File: src/rtl/alut_age_stats.sv
// rtl/alut_age_stats.sv - saturating check/stale counters for the age checker (ALUT_AGE_STATS_EN)
module alut_age_stats (
  input  logic        pclk,
  input  logic        p_reset,
  input  logic        stats_clr,
  input  logic        inc_chk,
  input  logic        inc_stale,
  output logic [15:0] chk_count,
  output logic [15:0] stale_count
);

  // Clear wins over a same-cycle increment; both counters stick at all-ones.
  always_ff @(posedge pclk) begin
    if (p_reset || stats_clr) begin
      chk_count   <= 16'h0000;
      stale_count <= 16'h0000;
    end else begin
      if (inc_chk && (chk_count != 16'hFFFF))
        chk_count <= chk_count + 16'h0001;
      if (inc_stale && (stale_count != 16'hFFFF))
        stale_count <= stale_count + 16'h0001;
    end
  end

endmodule

File: config.mk
export PLATFORM = sky130hd
export DESIGN_NAME = alut_age_stats
export DESIGN_NICKNAME = d
export VERILOG_FILES = /design/src/rtl/alut_age_stats.sv
export SDC_FILE = /design/constraint.sdc
export NUM_CORES = 1
export LEC_CHECK = 0
export CAP_MARGIN = 15
export CORE_AREA = 2 2 83 85
export DETAILED_ROUTE_END_ITERATION = 7
export DIE_AREA = 0 0 85 87
export SLEW_MARGIN = 20
export SYNTH_ARGS = -nofsm -noshare
export SYNTH_HDL_FRONTEND = slang
export SYNTH_SLANG_ARGS = --single-unit
File: constraint.sdc
create_clock -name pclk -period 1.54 [get_ports pclk]
set_input_delay 0.308 -clock pclk [delete_from_list [all_inputs] [get_ports pclk]]
set_output_delay 0.308 -clock pclk [all_outputs]
set_load 0.02 [all_outputs]
==> run_results.csv <==
group,metric,value,unit
pwr,power.leakage,1.20,nW
critical_path,r2r-start,"stale_count[1]",
sta,report.final.slew_viol_count,0,
synthesis,postSynthAreaPerCell,8.56,sq um
critical_path,critPathSlowestCell,"nor4_4",
clock_network,cts_made_buffers,5,
sta,fmax,654,MHz
cells_and_area,drive_above_1_share,37.9,%
cells_and_area,syn2layout_area_growth,70.5,%
clock_network,cts_tree,"yes",
clock_network,ctsHoldBuffers,0,
min_path,hp-start,"chk_count[6]",
critical_path,reg2reg_to,"stale_count[0]",
critical_path,crit_arrival,1.71,ns
synthesis,synth_cell_types,43,
sta,worst_hold_slack,0.481,ns
detailed_routing,wirelength,5.02,mm
critical_path,crit_path_start_kind,"register",
cells_and_area,utilization,42.7,%
critical_path,cp.required,1.72,ns
grt,grt_pass1_vias,1871,
synthesis,synth_seq_cells,32,
clock_network,root_buffer,"clkbuf_8",
run_status,outcome,"finished clean",
grt,grt_antenna_before_repair,0,
synthesis,async_flop_share,0,%
grt,grt_pass1_wl,8.00,mm
clock_network,cts.sinks,32,
clock_network,clock_latency,0.30,ns
placement,numPortBuffers,36,
cells_and_area,final_nets,296,
detailed_routing,vias_per_cell,5.06,
grt,grt_use_total,13.4,%
critical_path,reg2reg_depth,6,
die,row_count,30,
synthesis,syn_inst,192,
critical_path,worst-path-buf-inv,1,
min_path,holdPathStages,1,
sta,final.min_clock_period,1.53,ns
critical_path,critical_path_class,"register to register",
grt,grt_max_degree,17,
sta,grt_setup_unrepaired,"true",
detailed_routing,drt-initial-drc-count,77,
sta,slew_headroom,73.9,%
die,io_pins,37,
die,start_util,25.0,%
detailed_routing,vias,1873,
min_path,hold_path_end,"chk_count[6]",
cells_and_area,regArea,659,sq um
critical_path,cp_cell_sequence,"ha_4, buf_6, nand4_1, nor4_4, or3_1, a21oi_2",
sta,setup_viol,0,
synthesis,synth_nets,199,
die,die_area,0.00740,sq mm
placement,place_area,0.00248,sq mm
critical_path,max_stage_delay,0.44,ns
die,core_area,0.00657,sq mm
placement,dpl.hpwl,3.59,mm
clock_network,h-tree-depth,2,
clock_network,clk_path_buf_depth,2,
die,die_w,85,microns
sta,finalHoldViolCount,0,
synthesis,synth_edf_count,0,
cells_and_area,multi_input_area,0.00116,sq mm
detailed_routing,routedWlPerCell,13.6,microns
placement,routabilityCongestion,0.800,
detailed_routing,dr.pass1.iters,4,
pwr,ir_drop,0.607,mV
detailed_routing,ant_nets,0,
pwr,powerDensity,620,mW/mm^2
detailed_routing,drc,0,
min_path,hold_class,"register to register",
clock_network,clk_pin_slew_worst_paths,0.07,ns
critical_path,reg2reg_slack,0.01,ns
placement,place_worst_setup_slack,-0.376,ns
sta,tightest_slew,0.386,ns
sta,fin_skew,0.00568,ns
critical_path,setup.worst_path.end_class,"register",
grt,grt_overflow,0,
synthesis,seq_area_frac_synth,39.0,%
critical_path,path_max_fanout,6,
synthesis,ys.flop_type,"dfxtp_1",
sta,timing.final.ws_setup,0.0116,ns
cells_and_area,fill_cells,655,
sta,finalCritPeriodShare,99.2,%
run,max-cap-violations,0,
synthesis,synth_area,0.00164,sq mm
critical_path,path_delay_family,"simple AND/OR/NAND/NOR gates",
cells_and_area,n_antenna_cell,0,
die,fp.dieH,87,microns
cells_and_area,stdcell_area,0.00280,sq mm
synthesis,synth_warnings,0,
==> layer usage <==
| metal | global-route usage [%] | routed length (microns) | share of wire, % | vias up |
|---|---|---|---|---|
| li1 | - | - | - | 954 |
| met1 | 13.7 | 2160 | 43 | 876 |
| met2 | 25.1 | 2580 | 51 | 34 |
| met3 | 3.79 | 165 | 3.3 | 9 |
| met4 | 6.06 | 114 | 2.3 | 0 |
| met5 | 0 | 0 | 0 | - |
==> worst max-delay path by stage <==
stage                    start              to  slack [ns]  depth (start not counted)
2_1_floorplan  stale_count[12]  stale_count[9]       -0.02                          4
3_3_place_gp           inc_chk   chk_count[15]       -0.34                          5
3_5_place_dp           inc_chk   chk_count[15]       -0.38                          5
4_1_cts           chk_count[0]   chk_count[14]      0.0009                          5
5_1_grt         stale_count[1]  stale_count[1]       -0.05                          6
6_report        stale_count[1]  stale_count[0]        0.01                          6
==> worst register-to-register path, delay by kind of cell, from the launching register on <==
family | cells | cell delay (ns)
flip-flops | 1 | 0.36
buffers and inverters | 1 | 0.09
AO/OA/AOI/OAI | 1 | 0.05
AND/OR/NAND/NOR | 3 | 0.77
adder cells (fa/ha/maj) | 1 | 0.15
==> cells in the mapped netlist (2+ instances only) <==
| library cell | n | share of area [%] |
|---|---|---|
| clkbuf_1 | 3 | 0.68 |
| o21ai_1 | 2 | 0.61 |
| inv_1 | 5 | 1.1 |
| nand2_1 | 14 | 3.2 |
| nand4_2 | 2 | 1.5 |
| a21oi_1 | 19 | 5.8 |
| ha_1 | 2 | 1.5 |
| nand4_1 | 11 | 4.2 |
| and2_1 | 2 | 0.76 |
| nor4_1 | 5 | 1.9 |
| nor3_1 | 7 | 2.1 |
| or3_1 | 11 | 4.2 |
| nor2_1 | 10 | 2.3 |
| and4_4 | 2 | 1.4 |
| nor4_2 | 2 | 1.5 |
| o21ai_0 | 11 | 3.3 |
| mux2i_1 | 2 | 1.2 |
| o31ai_1 | 5 | 2.3 |
| and4_1 | 2 | 1.1 |
| or4_1 | 7 | 3.2 |
| and3_1 | 3 | 1.1 |
| o211a_1 | 2 | 1.2 |
| o41ai_1 | 2 | 1.1 |
| dfxtp_1 | 32 | 39 |
| nand3_1 | 11 | 3.3 |
==> layout by cell type, fill, tap and decap left out, drive strengths merged, types with 2 or more instances in the layout <==
cell           instances
nor3                   7
ha                     2
mux2i                  2
and3                   4
clkdlybuf4s50          2
a21oi                 19
o41ai                  3
or4                    7
inv                    5
buf                   57
and2                   2
dfxtp                 32
o311ai                 2
o21ai                 13
o31ai                  5
nand4                 13
nor4                   7
o211a                  2
nand3                 13
nor2                  10
dlygate4sd2           31
clkbuf                 5
and4                   4
nand2                 14
clkdlybuf4s15          2
or3                   11
==> kinds of logic after synthesis <==
family | Yosys count | synth area share (%)
AND/OR/NAND/NOR | 95 | 35.3
AO/OA/AOI/OAI | 51 | 20.1
flip-flops | 32 | 39.0
buffers and inverters | 8 | 1.83
XOR/XNOR | 2 | 1.07
multiplexers | 2 | 1.22
adder cells (fa/ha/maj) | 2 | 1.52
==> final cells by class <==
cell class              instances  area share (%)
clock buffers                   5            2.46
clock inverters                 3            1.52
inverters                       5           0.670
multi-input cells             152            41.3
flip-flops and latches         32            23.5
well taps                      80            3.57
repair buffers                 93            27.0
==> flip-flops by register name, indices dropped and copies added, names as in the netlist <==
name         flops
chk_count       16
stale_count     16
==> through the flow <==
stage          TNS [ns]  power (mW)  instances
2_1_floorplan   -0.0782       0.882        192
3_3_place_gp      -5.45       0.930        355
3_5_place_dp      -5.76       0.932        355
4_1_cts               0        1.75        365
5_1_grt          -0.191        1.80        370
6_report              0        1.74        370
==> report_power, final <==
group          total (mW)  switching (mW)  internal (mW)
clock               0.823           0.344          0.479
sequential          0.833         0.00338          0.829
combinational      0.0819          0.0426         0.0393
==> timing repair <==
action / in CTS / in global routing
endpoints found under the setup margin: 43 / 27
buffers inserted: 2 / 5
resized for setup: 36 / 41
pin swaps: 2 / 16
No activity file was read; power rests on OpenSTA's default activity.
